$ cat config.mk
export PLATFORM = sky130hd
export DESIGN_NAME = opb_register_bank_ppc2simulink
export DESIGN_NICKNAME = d
export VERILOG_FILES = /design/src/rtl/opb_register_bank_ppc2simulink.sv
export SDC_FILE = /design/constraint.sdc
export NUM_CORES = 1
export LEC_CHECK = 0
export CAP_MARGIN = 5
export CELL_PAD_IN_SITES_DETAIL_PLACEMENT = 1
export CELL_PAD_IN_SITES_GLOBAL_PLACEMENT = 2
export CORE_AREA = 2 2 144 146
export DETAILED_ROUTE_END_ITERATION = 16
export DIE_AREA = 0 0 146 148
export DONT_BUFFER_PORTS = 1
export PLACE_DENSITY = 0.79
export REMOVE_ABC_BUFFERS = 1
export SYNTH_ARGS = -nofsm -noshare
export SYNTH_HDL_FRONTEND = slang
export SYNTH_SLANG_ARGS = --single-unit
$ cat constraint.sdc
create_clock -name OPB_Clk -period 5.6 [get_ports OPB_Clk]
set_input_delay 0.84 -clock OPB_Clk [delete_from_list [all_inputs] [get_ports OPB_Clk]]
set_output_delay 0.84 -clock OPB_Clk [all_outputs]
set_load 0.01 [all_outputs]
$ cat src/rtl/opb_register_bank_ppc2simulink.sv
// ---------------------------------------------------------------------------
// opb_register_bank_ppc2simulink
//
// OPB slave register bank that exposes N_REGS 32-bit control/status words
// from the PowerPC bus to Simulink user logic on the same clock.
//
// Each word is one of three kinds:
//   read/write  - stored value, byte-enable writes, read back by software
//   pulse       - byte-enabled bits are presented for exactly one cycle
//   read-only   - software reads user_data_in; writes are acked and dropped
//
// Ports
//   OPB_Clk, OPB_Rst_n      clock, synchronous active-low reset
//   OPB_ABus/BE/DBus/RNW    OPB address, byte enables, write data, direction
//   OPB_select, OPB_seqAddr transfer request (seqAddr unused)
//   Sl_DBus, Sl_xferAck     read data (zero outside ack), one-cycle ack
//   Sl_errAck/retry/toutSup tied low
//   user_data_out           word i at [32i+31:32i]
//   user_data_in            status words for read-only slots
//   user_wr_strobe          one-cycle pulse per written word
// ---------------------------------------------------------------------------
module opb_register_bank_ppc2simulink #(
  parameter logic [31:0]       C_BASEADDR   = 32'h01060400,
  parameter logic [31:0]       C_HIGHADDR   = 32'h010604FF,
  parameter int                C_OPB_AWIDTH = 32,
  parameter int                C_OPB_DWIDTH = 32,
  parameter int                N_REGS       = 4,
  parameter logic [N_REGS-1:0] PULSE_MASK   = '0,
  parameter logic [N_REGS-1:0] RO_MASK      = '0
) (
  input  logic                     OPB_Clk,
  input  logic                     OPB_Rst_n,
  input  logic [0:31]              OPB_ABus,
  input  logic [0:3]               OPB_BE,
  input  logic [0:31]              OPB_DBus,
  input  logic                     OPB_RNW,
  input  logic                     OPB_select,
  input  logic                     OPB_seqAddr,
  output logic [0:31]              Sl_DBus,
  output logic                     Sl_xferAck,
  output logic                     Sl_errAck,
  output logic                     Sl_retry,
  output logic                     Sl_toutSup,
  output logic [N_REGS*32-1:0]     user_data_out,
  input  logic [N_REGS*32-1:0]     user_data_in,
  output logic [N_REGS-1:0]        user_wr_strobe
);

  typedef enum logic {
    S_IDLE = 1'b0,
    S_ACK  = 1'b1
  } state_e;

  state_e                   state_q, state_d;
  logic [N_REGS-1:0][31:0]  regs_q, regs_d;
  logic [N_REGS-1:0]        strobe_q, strobe_d;
  logic [31:0]              rdata_q, rdata_d;

  logic [31:0] addr_w;
  logic [31:0] wdata_w;
  logic [31:0] be_mask;
  logic [31:0] offset;
  logic [31:0] word_num;
  logic        hit;
  logic        take;

  // OPB numbers bit 0 as the MSB; positional assignment lands DBus[0] on
  // bit 31 of the user word, which is the required mapping.
  assign addr_w  = OPB_ABus;
  assign wdata_w = OPB_DBus;

  assign hit      = OPB_select && (addr_w >= C_BASEADDR) && (addr_w <= C_HIGHADDR);
  assign offset   = addr_w - C_BASEADDR;
  // Byte-lane bits of the address are ignored.
  assign word_num = {2'b00, offset[31:2]};

  // A transfer is only decoded from IDLE, so the ack cycle itself can never
  // start a second transfer and acks are always separated by a gap.
  assign take = (state_q == S_IDLE) && hit;

  always_comb begin
    be_mask = '0;
    for (int b = 0; b < 4; b++) begin
      be_mask[31-8*b -: 8] = {8{OPB_BE[b]}};
    end
  end

  always_comb begin
    state_d = state_q;
    case (state_q)
      S_IDLE:  if (hit) state_d = S_ACK;
      S_ACK:   state_d = S_IDLE;
      default: state_d = S_IDLE;
    endcase
  end

  always_comb begin
    rdata_d  = '0;
    strobe_d = '0;
    for (int i = 0; i < N_REGS; i++) begin
      // Pulse words fall back to zero one edge after any write; read-only
      // slots hold nothing locally.
      regs_d[i] = (PULSE_MASK[i] || RO_MASK[i]) ? 32'h0 : regs_q[i];
      if (take && (word_num == 32'(i))) begin
        if (OPB_RNW) begin
          rdata_d = RO_MASK[i] ? user_data_in[32*i +: 32] : regs_q[i];
        end else if (!RO_MASK[i]) begin
          regs_d[i]   = (regs_q[i] & ~be_mask) | (wdata_w & be_mask);
          strobe_d[i] = 1'b1;
        end
      end
    end
  end

  always_ff @(posedge OPB_Clk) begin
    if (!OPB_Rst_n) begin
      state_q  <= S_IDLE;
      regs_q   <= '0;
      strobe_q <= '0;
      rdata_q  <= '0;
    end else begin
      state_q  <= state_d;
      regs_q   <= regs_d;
      strobe_q <= strobe_d;
      rdata_q  <= rdata_d;
    end
  end

  assign Sl_xferAck     = (state_q == S_ACK);
  // rdata_q is only loaded on the decode edge and cleared on the next one,
  // so the bus sees data exactly during the ack cycle.
  assign Sl_DBus        = rdata_q;
  assign Sl_errAck      = 1'b0;
  assign Sl_retry       = 1'b0;
  assign Sl_toutSup     = 1'b0;
  assign user_data_out  = regs_q;
  assign user_wr_strobe = strobe_q;

  logic unused_ok;
  assign unused_ok = &{1'b0, OPB_seqAddr, offset[1:0],
                       (C_OPB_AWIDTH == 32), (C_OPB_DWIDTH == 32)};

endmodule

# [After elaboration in Yosys (flattened, before gate mapping)]
# Cells that the tools add are included.
[op_classes] shift=0 bitwise=12 div_mod_pow=0 n_eq_ne=3 n_lt_le_gt_ge=2 reduce_logical=16 addsub=1 muxes=11 multipliers=0
[ops] op="$mux 32" count=8
[ops] op="$and 32x32->32" count=5
[ops] op="$or 32x32->32" count=4
[ops] op="$eq 30x2->1 const B" count=2
[ops] op="$ge 32x25->1 const B" count=1
[ops] op="$le 32x25->1 const B" count=1
[ops] op="$logic_not 32->1" count=1
[ops] op="$not 32->32" count=1
[ops] op="$sub 32x25->32 const B" count=1
[ops] op="$eq 30x1->1 const B" count=1
[ops] op="$reduce_and 2->1" count=8
[ops] op="$logic_and 1x1->1" count=7
[ops] op="$mux 1" count=2
[ops] op="$not 1->1" count=2
[ops] op="$pmux 1 s2" count=1
[word_totals] in_bits=201 register_bits=165 romBits=0 ram_bits=0 mem_count=0 latchBits=0 output_inout_bits=168

# [Depth between registers and ports, before layout]
[depth] depth_word=12 ltp_mapped=7

# [Worst setup path before layout]
# Ideal clock, no wire load.
[synth_timing] kind="input -> register" startpoint="input OPB_ABus[12] (netlist bit)" endpoint="register with a tool-made name" path_buffers=1 t_arrival_ns=2.341 t_required_ns=5.528 path_stages=5 setup_time_ns=0.072 slack_ns=3.188 cell_sequence="nor4_1 nand4_2 buf_6 nor3_4 mux2i_1"
[synth_lines] element="start, declared" line_no="33" rtl="input logic [0:31] OPB_ABus,"

# [Worst setup path in the final report]
[layout_timing] startpoint="input OPB_ABus[22] (netlist bit)" endpoint="register strobe_q[1] (netlist: user_wr_strobe[1])"
[layout_between] elab_chain_len=6 word_cells_on_any_way=9
[layout_rtl] element="branches (longest 4 deep; another with $sub 32x25->32)"
[layout_rtl] element="$logic_and 1x1->1 *" line_no="104" rtl="if (take && (word_num == 32'(i))) begin"
[layout_rtl] element="$reduce_and 2->1 (no line) *"
[layout_rtl] element="end signal, assigned" line_no="124" rtl="strobe_q <= strobe_d;"
[layout_rtl] element="end, declared" line_no="56" rtl="logic [N_REGS-1:0] strobe_q, strobe_d;"
# Mark *: on every way between the ends.
# A chain may end at the register's enable or synchronous reset.

==> results.json <==
{
  "fin_tns_setup_ps": 0,
  "chipHeight_um": 148,
  "hold_violations": 0,
  "reg2reg_from": "Sl_xferAck",
  "hold_start": "OPB_RNW",
  "dp.cells": 952,
  "critPathKind": "input pin to flip-flop",
  "power_density_mw_per_mm2": 315,
  "met3_usage_pct": 8.83,
  "finalSetupViolCount": 0,
  "cts_root_buf": "clkbuf_16",
  "htree_levels": 4,
  "num_rows": 52,
  "portBuffers": 0,
  "drtIter0Drc": 241,
  "hold_path.class": "input pin to flip-flop",
  "finalCritPeriodShare_pct": 58.5,
  "worstMarginPinSlew_ps": 1190,
  "max_freq_ghz": 0.305,
  "clock_latency_ps": 420,
  "pre_cts_ws_ps": 1820,
  "syn_inst": 735,
  "start_kind": "input pin",
  "worstPathRequired_ps": 5900,
  "min_to": "user_wr_strobe[3]",
  "finalCriticalPeriod_ps": 3280,
  "syn-mean-instance-area_um2": 9.63,
  "vdd_drop_max_mv": 0.190,
  "grt_pass1_vias": 5833,
  "synth.yosys.warnings": 0,
  "gp_congestion": 0.748,
  "areaGrowthSynthToFinish_pct": 9.67,
  "clkTransAtPathRegs_ps": 70,
  "seq_area_frac_synth_pct": 46.7,
  "clock_tree.buffer_depth": 2,
  "nets": 902,
  "syn_area_mm2": 0.00708,
  "grt_max_degree": 163,
  "hpwl_um": 14500,
  "synth-edff-count": 0,
  "cts_tree": "built",
  "rsz0062_at_grt": "false",
  "post_drt_wl_per_cell_um": 24.0,
  "setup_slack_ps": 2320,
  "die_w_um": 146,
  "ctsHoldBuffers": 0,
  "final_cells": 985,
  "coreArea_mm2": 0.0200,
  "leakagePower_nw": 2.83,
  "drc": 0,
  "skew_ps": 17.0,
  "postCtsResizedCells": 0,
  "final_common_cell": "dfxtp_1",
  "postRouteAntennaNets": 0,
  "dpl-instance-area_mm2": 0.00717,
  "final_area_mm2": 0.00776,
  "drv_slew": 0,
  "vias": 5506,
  "whs_path_depth": 1,
  "via_per_inst": 5.59,
  "start_util_pct": 35.3,
  "die-area_mm2": 0.0216,
  "grtUsageMet2_pct": 36.4,
  "grt_pass1_wl_um": 35400,
  "outcome": "complete, no violations",
  "firstDrtPassIters": 4,
  "gr-total-overflow": 0,
  "max-cap-violations": 0,
  "antenna_found_initial": 2,
  "cp.arrival_ps": 3580,
  "ys_ff_latch": 165,
  "final_cell_mix": "dfxtp_1 (165), nand2_1 (161), mux2i_1 (128)",
  "grt_usage_pct": 21.5,
  "end_kind": "flip-flop",
  "ys.flop_type": "dfxtp_1",
  "cp_max_fo": 36,
  "grt-busiest-layer": "met2",
  "reg2reg_depth": 4,
  "wirelength_um": 23700,
  "ys_async_sr_fraction_pct": 0,
  "slew-limit-headroom_pct": 20.4,
  "ios": 369,
  "synthDistinctLibCells": 34,
  "cts_setup_buffers": 0,
  "grt_use_met1_pct": 25.5,
  "cts_buffers": 17,
  "r2r_slack_ps": 2670,
  "drive_gt1_share_pct": 7.42,
  "clock_sink_count": 165
}
## power breakdown
| group | internal [mW] | switching (mW) | leakage [nW] |
|---|---|---|---|
| Clock | 0.697 | 0.508 | 0.287 |
| Combinational | 0.0291 | 0.0418 | 1.22 |
| Sequential | 1.17 | 0.000000000388 | 1.33 |
| Total | 1.90 | 0.549 | 2.83 |
## worst max-delay path: stages
cell      delay (ps)
nor2_1           840
nand4b_1         220
or4_2           1210
nor4b_1          460
## logic make-up (layout without fill, tap and decap cells)
family                 count (synthesis)  in the layout  share of synthesized area, %
AND/OR/NAND/NOR                      289            289                          20.7
flip-flops                           165            165                          46.7
multiplexers                         128            128                          18.1
AO/OA/AOI/OAI                         96             96                          10.7
other                                  1              4                        0.0530
buffers and inverters                 56             33                          3.77
## cell type report
type	instances	area (um^2)
antenna	1	2.50
clock buffer	22	474
clock inverter	10	120
fill	2307	12300
inverter	1	3.75
multi-input combinational	516	3520
sequential	165	3300
tap	270	338
## per-layer routing
layer / part of all wire [%] / wire (um) / vias up
li1: - / - / 2518
met1: 42 / 9910 / 2781
met2: 48 / 11500 / 195
met3: 9.1 / 2160 / 10
met4: 0.54 / 127 / 2
met5: 0.055 / 13 / -
## synth_stat cells (3+ instances only)
master / count / area [um^2]
a21o_1: 32 / 240
a22o_1: 32 / 280
a22oi_1: 32 / 240
buf_1: 4 / 15.0
buf_2: 6 / 30.0
buf_4: 3 / 22.5
buf_6: 5 / 56.3
clkbuf_1: 37 / 139
dfxtp_1: 165 / 3300
mux2i_1: 128 / 1280
nand2_1: 162 / 608
nand4_1: 16 / 100
nor2_1: 33 / 124
nor2b_1: 5 / 31.3
nor3_1: 32 / 160
nor3_2: 5 / 50.1
nor3_4: 11 / 179
nor3b_1: 5 / 37.5
nor4_1: 5 / 31.3
## how the worst max path moves through the flow
stage          depth (start not counted)    startpoint  slack, ps                end
2_1_floorplan                          4  OPB_ABus[22]       2650  user_wr_strobe[0]
3_3_place_gp                           4  OPB_ABus[22]       1920         Sl_DBus[8]
4_1_cts                                4  OPB_ABus[22]       2250  user_wr_strobe[1]
5_1_grt                                4  OPB_ABus[22]       2080  user_wr_strobe[0]
6_report                               4  OPB_ABus[22]       2320  user_wr_strobe[1]
3_5_place_dp                           4  OPB_ABus[22]       1820         Sl_DBus[8]
## stage by stage
step                hold slack (ps)  power (mW)  util, %
floorplan                       491        1.25        -
global placement                503        1.27     35.8
detailed placement              514        1.27     35.8
CTS                             486        2.47     38.7
global route                    491        2.53     38.7
finish                          514        2.45     38.7
No activity file was read; power rests on OpenSTA's default activity.
